==> src/rtl/word_to_byte_v_pkg.sv <==
// word_to_byte_v_pkg
//   Items shared by the byte-lane serializer and its bus interface:
//   - LANE_W  : default lane width (one byte)
//   - state_t : serializer state (IDLE holds no word, SEND presents lanes)
package word_to_byte_v_pkg;

  localparam int LANE_W = 8;

  typedef enum logic {
    IDLE = 1'b0,
    SEND = 1'b1
  } state_t;

endpackage

==> src/rtl/word_to_byte_v_if.sv <==
// word_to_byte_v_if
//   Bundles both handshakes of the serializer.
//   Word side : w_data/w_valid in, w_ready out (relative to the serializer)
//   Byte side : b_data/b_valid/b_last out, b_ready in
//   Status    : busy out (a word is held)
//   Modports  : slave  -> the serializer itself
//               master -> the environment (word producer + byte consumer)
//
// Handshake rule, both sides: a transfer happens on a rising clk edge where
// valid && ready. A valid source holds data (and last) stable until the
// transfer; ready may change freely and never depends on valid.
interface word_to_byte_v_if
  import word_to_byte_v_pkg::*;
#(
  parameter int W = 32,
  parameter int B = LANE_W
) ();

  logic [W-1:0] w_data;
  logic         w_valid;
  logic         w_ready;
  logic [B-1:0] b_data;
  logic         b_valid;
  logic         b_ready;
  logic         b_last;
  logic         busy;

  modport slave (
    input  w_data, w_valid, b_ready,
    output w_ready, b_data, b_valid, b_last, busy
  );

  modport master (
    output w_data, w_valid, b_ready,
    input  w_ready, b_data, b_valid, b_last, busy
  );

endinterface

==> src/rtl/word_to_byte_v.sv <==
// word_to_byte_v
//   Serializes one W-bit word into N = W/B lanes of B bits, lane 0 (LSB)
//   first. A new word may be accepted in the same cycle the final lane
//   leaves, so a continuous word stream yields one lane per cycle.
// Ports:
//   clk       : rising-edge clock
//   reset     : asynchronous active-high reset
//   bus       : word_to_byte_v_if.slave (word in, lanes out, busy)
//   dbg_state : current FSM state, for observation only
module word_to_byte_v
  import word_to_byte_v_pkg::*;
#(
  parameter int W = 32,
  parameter int B = LANE_W
) (
  input  logic            clk,
  input  logic            reset,
  word_to_byte_v_if.slave bus,
  output state_t          dbg_state
);

  localparam int N  = W / B;
  localparam int CW = (N > 1) ? $clog2(N) : 1;
  localparam logic [CW-1:0] LAST_IDX = CW'(N - 1);

  if ((W % B) != 0 || W < B) begin : g_bad_params
    $error("word_to_byte_v: W must be a multiple of B and at least B");
  end

  state_t          state_q, state_d;
  logic [W-1:0]    shreg_q, shreg_d;
  logic [CW-1:0]   idx_q,   idx_d;
  logic            b_last_q, b_last_d;

  // Lane data and b_last come straight from flops; only w_ready looks at
  // b_ready combinationally so a new word can follow the final lane.
  assign bus.b_valid = (state_q == SEND);
  assign bus.b_data  = shreg_q[B-1:0];
  assign bus.b_last  = b_last_q;
  assign bus.busy    = (state_q == SEND);
  assign bus.w_ready = (state_q == IDLE) ||
                       ((state_q == SEND) && b_last_q && bus.b_ready);
  assign dbg_state   = state_q;

  always_comb begin
    state_d = state_q;
    shreg_d = shreg_q;
    idx_d   = idx_q;
    unique case (state_q)
      IDLE: begin
        if (bus.w_valid) begin
          shreg_d = bus.w_data;
          idx_d   = '0;
          state_d = SEND;
        end
      end
      SEND: begin
        if (bus.b_ready) begin
          if (idx_q == LAST_IDX) begin
            // Word done: chain straight into the next word when one waits.
            if (bus.w_valid) begin
              shreg_d = bus.w_data;
              idx_d   = '0;
            end else begin
              idx_d   = '0;
              state_d = IDLE;
            end
          end else begin
            shreg_d = shreg_q >> B;
            idx_d   = idx_q + CW'(1);
          end
        end
      end
      default: state_d = IDLE;
    endcase
    // Precompute the final-lane flag so b_last is registered, not decoded.
    b_last_d = (state_d == SEND) && (idx_d == LAST_IDX);
  end

  always_ff @(posedge clk or posedge reset) begin
    if (reset) begin
      state_q  <= IDLE;
      shreg_q  <= '0;
      idx_q    <= '0;
      b_last_q <= 1'b0;
    end else begin
      state_q  <= state_d;
      shreg_q  <= shreg_d;
      idx_q    <= idx_d;
      b_last_q <= b_last_d;
    end
  end

endmodule

==> src/flat_wrapper.sv <==
// flat-port wrapper written by rule: the top's interface ports become plain ports
module word_to_byte_v_flat import word_to_byte_v_pkg::*;
#(
  parameter int W = 32,
  parameter int B = LANE_W
)
  (clk, reset, dbg_state, bus_w_data, bus_w_valid, bus_b_ready, bus_w_ready, bus_b_data, bus_b_valid, bus_b_last, bus_busy);
  word_to_byte_v_if #(.W(W), .B(B)) bus_i ();
  input  logic clk;
  input  logic reset;
  output state_t dbg_state;
  input wire logic [$bits(bus_i.w_data)-1:0] bus_w_data;
  input wire logic [$bits(bus_i.w_valid)-1:0] bus_w_valid;
  input wire logic [$bits(bus_i.b_ready)-1:0] bus_b_ready;
  output wire logic [$bits(bus_i.w_ready)-1:0] bus_w_ready;
  output wire logic [$bits(bus_i.b_data)-1:0] bus_b_data;
  output wire logic [$bits(bus_i.b_valid)-1:0] bus_b_valid;
  output wire logic [$bits(bus_i.b_last)-1:0] bus_b_last;
  output wire logic [$bits(bus_i.busy)-1:0] bus_busy;
  assign bus_i.w_data = bus_w_data;
  assign bus_i.w_valid = bus_w_valid;
  assign bus_i.b_ready = bus_b_ready;
  assign bus_w_ready = bus_i.w_ready;
  assign bus_b_data = bus_i.b_data;
  assign bus_b_valid = bus_i.b_valid;
  assign bus_b_last = bus_i.b_last;
  assign bus_busy = bus_i.busy;
  word_to_byte_v #(.W(W), .B(B)) u_core (.clk(clk), .reset(reset), .bus(bus_i), .dbg_state(dbg_state));
endmodule
==> config.mk <==
export PLATFORM = sky130hd
export DESIGN_NAME = word_to_byte_v_flat
export DESIGN_NICKNAME = d
export VERILOG_FILES = /design/src/rtl/word_to_byte_v_pkg.sv /design/src/rtl/word_to_byte_v_if.sv /design/src/rtl/word_to_byte_v.sv /design/src/flat_wrapper.sv
export SDC_FILE = /design/constraint.sdc
export NUM_CORES = 1
export LEC_CHECK = 0
export ABC_AREA = 1
export CORE_MARGIN = 5
export CORE_UTILIZATION = 54
export DETAILED_ROUTE_END_ITERATION = 7
export HOLD_SLACK_MARGIN = 0.08
export PLACE_DENSITY_LB_ADDON = 0.3
export SLEW_MARGIN = 10
export SYNTH_ARGS = -nofsm -noshare
export SYNTH_HDL_FRONTEND = slang
export SYNTH_SLANG_ARGS = --single-unit
==> constraint.sdc <==
create_clock -name clk -period 3.6 [get_ports clk]
set_clock_uncertainty 0.2 [all_clocks]
set_input_delay 0.54 -clock clk [delete_from_list [all_inputs] [get_ports clk]]
set_output_delay 0.54 -clock clk [all_outputs]
set_load 0.05 [all_outputs]
==> metrics.md <==
| Metric | Value |
|---|---|
| Total routed wirelength | `4570 um` |
| Share of power burned in registers | `33.8%` |
| Layout area overhead | `21.3%` |
| Compound-Gate Fraction of Synth Area | `0.987%` |
| CTS Buffer Depth | `2` |
| Synth Area in Adders | `less than 1%` |
| Final instance area | `2610 um2` |
| Post-CTS Hold Fix Bufs | `0` |
| Commonest non-fill, non-tap cell in the layout | `nand2_1` |
| Setup-failing EPs final | `0` |
| Minimum clock period | `roughly 2800 ps` |
| Root Buffer | `clkbuf_8` |
| Final std cells w/o fill | `387` |
| Leakage | `~0.0014 uW` |
| Via count | `1921` |
| Cell count after synthesis | `304` |
| Sink Count | `36` |
| Post-Route Setup TNS | `0 ps` |
| Most frequent cells in the layout | `151 x nand2_1, 50 x nand3_1, 48 x clkdlybuf4s50_1` |
| Crit path DAT | `2020 ps` |
| Syn Nets | `341` |
| Critical path type | `input port to output port` |
| Drt first-iter violations | `118` |
| Status | `completed` |
| Slew Limit Fails | `0` |
| Total core area | `3940 um2` |
| First-pass GRT wire length | `between 7000 and 8000 um` |
| Critical path required time | `2860 ps` |
| R2r worst-path depth | `4` |
| Slew of the pin with the lowest slew margin | `636 ps` |
| Syn_area_per_cell | `7.09 um2` |
| TritonRoute pass-1 iters | `4` |
| TritonCTS clock tree | `done` |
| Final Util | `66.3%` |
| Clock Power Share | `between 10% and 20%` |
| Top cells by area, synth | `dfrtp_1 42%, nand2_1 26%, nand3_1 12%, inv_1 4.7%, buf_4 4.5%` |
| Post-detail-place hpwl | `3100 um` |
| XOR/XNOR Fraction of Synth Area | `0%` |
| Pin count of the biggest net entering global routing | `37` |
| Port Buf Inserts | `48` |
| Clk_lat worst skew | `between 200 and 300 ps` |
| Vert. Die Dim | `approximately 73 um` |
| Vias in the first global route | `1831` |
| Worst VDD drop | `0.602 mV` |
| Fmax | `approximately 360 MHz` |
| Die X | `73.2 um` |
| Post-synth top area share | `41.8%` |
| Initial core utilization | `54.6%` |
| CP startpoint kind | `input port` |
| Gp weighted congestion | `0.724` |
| HP Class | `register to register` |
| Die area | `5350 um2` |
| Unrepaired setup endpoints after global routing | `false` |
| Cell variety after synth | `16` |
| GRT Residual Overflow | `0` |
| CP max stage cell | `clkdlybuf4s50_1` |
| P_int | `1130 uW` |
| Layout Nets | `around 370` |
| Reg2Reg Setup Slack | `1820 ps` |
| CTS buffer count | `5` |
| Antenna-violating nets left | `0` |
| Largest stage delay, worst path | `810 ps` |
| Postcts setup bufs | `0` |
| CP Cell Sequence | `clkdlybuf4s50_1, nand2_1, nand2_1, clkdlybuf4s50_1` |
| Max_slew headroom | `57.5%` |
| Placed inst area | `approximately 2500 um2` |
| Vias per inst | `approximately 5` |
| Final WS setup | `836 ps` |
| YS warnings | `0` |
| Mapped cell area | `about 2200 um2` |
| Tcrit/Tclk final | `76.8%` |
| CP endpoint | `bus_w_ready` |
| Max_cap viols | `0` |
| Power Dens Cells | `801 nW/um2` |
| Worst R2R End | `u_core.shreg_q[6]$_DFFE_PP0P_` |
| Filler cell count | `between 300 and 400` |
| Combinational family with the most area after synthesis | `simple AND/OR/NAND/NOR gates` |
| DRC | `0` |
| Launch point of the worst reg-to-reg path | `u_core.bus.b_valid$_DFF_PP0_` |
| FF+latch count, synth | `36` |
| Seq/Total Area, Yosys | `between 40% and 50%` |
| Worst Setup SP | `bus_b_ready` |
| Antenna cells | `0` |
| Sw frac | `46.0%` |
| Worst slack at placement | `between 800 and 900 ps` |
| Switching power | `964 uW` |
| CP Max Fanout | `5` |
| All-layer global routing usage | `18.9%` |
| Top cell type by total area after synthesis | `dfrtp_1` |
| H-tree levels | `2` |
| Initial antenna violation count | `0` |
| Routed len/inst | `11.8 um` |
| Final Hold Violating Endpoints | `0` |
| Setup crit end kind | `output port` |
| Proportion of synthesized area in mux cells | `0%` |
| Clock-pin slew on the worst setup and hold paths | `about 70 ps` |
| Synth Area in Simple Gates | `41.7%` |
| Share of layout cells above drive strength 1 | `around 5.9%` |
| Logic pwr share | `around 52%` |
| Rows | `23` |
| Ports | `49` |
| Placed cell count | `380` |
| Post-cts sizing count | `0` |
-- worst min-delay path by stage --
stage / endpoint / cells after the start / slack [ps] / startpoint
after floorplan: u_core.shreg_q[24]$_DFFE_PP0P_ / 2 / 240 / u_core.shreg_q[24]$_DFFE_PP0P_
after global placement: u_core.shreg_q[26]$_DFFE_PP0P_ / 2 / 250 / u_core.shreg_q[26]$_DFFE_PP0P_
after detailed placement: u_core.shreg_q[27]$_DFFE_PP0P_ / 2 / 260 / u_core.shreg_q[27]$_DFFE_PP0P_
after CTS: u_core.shreg_q[27]$_DFFE_PP0P_ / 2 / 270 / u_core.shreg_q[27]$_DFFE_PP0P_
after global routing: u_core.shreg_q[27]$_DFFE_PP0P_ / 2 / 280 / u_core.shreg_q[27]$_DFFE_PP0P_
final: u_core.shreg_q[26]$_DFFE_PP0P_ / 2 / 270 / u_core.shreg_q[26]$_DFFE_PP0P_
-- per-stage QoR --
stage	hold WS, ps	power (uW)
after floorplan	242	1640
after global placement	254	1760
after detailed placement	258	1800
after CTS	275	2110
after global routing	285	2270
final	272	2090
-- layer usage --
metal	track usage [%]	vias to the layer above	routed length (um)
met5	0	-	0
met4	9.63	0	110
met3	3.58	12	273
met2	33.8	58	2310
met1	21.1	866	1880
li1	-	985	-
-- cells by family (layout without fill, tap and decap cells) --
group	after synthesis	in the layout
and+or+nand+nor	208	208
AOI/OAI and AO/OA	3	3
buffers and inverters	56	89
DFF	36	36
adders and majority gates	1	1
-- synthesized netlist by cell type --
master,instances
buf_2,4
o21ai_2,1
nand2_1,151
buf_6,7
inv_1,27
ha_1,1
inv_4,2
nor2_1,2
nand3_1,50
buf_4,13
nor2_8,2
dfrtp_1,36
inv_2,3
o211ai_1,1
nand2_4,3
a21oi_1,1
-- flip-flops by register name, indices dropped and copies added (netlist names) --
name / count
u_core.shreg_q: 32
u_core.idx_q: 2
u_core.bus.b_valid: 1
u_core.bus.b_last: 1
-- cell type report --
type	instances	area, um2	share of cell area, %
multi-input combinational	212	932	35.7
timing repair buffer	50	495	19.0
sequential	36	901	34.5
clock buffer	7	96.3	3.69
inverter	32	125	4.79
tap	50	62.6	2.39
-- power by group through the flow --
stage | Sequential [uW] | Clock [uW] | Combinational (uW)
CTS | 706 | 316 | 1090
global placement | 705 | 0 | 1060
detailed placement | 712 | 0 | 1090
finish | 707 | 308 | 1080
global route | 731 | 329 | 1210
floorplan | 702 | 0 | 938
-- critical path, delay by kind of cell --
family                 cells  cell delay, ps
buffers and inverters      2            1350
and+or+nand+nor            2             130
Note: power is estimated with default switching activity, not from simulation.
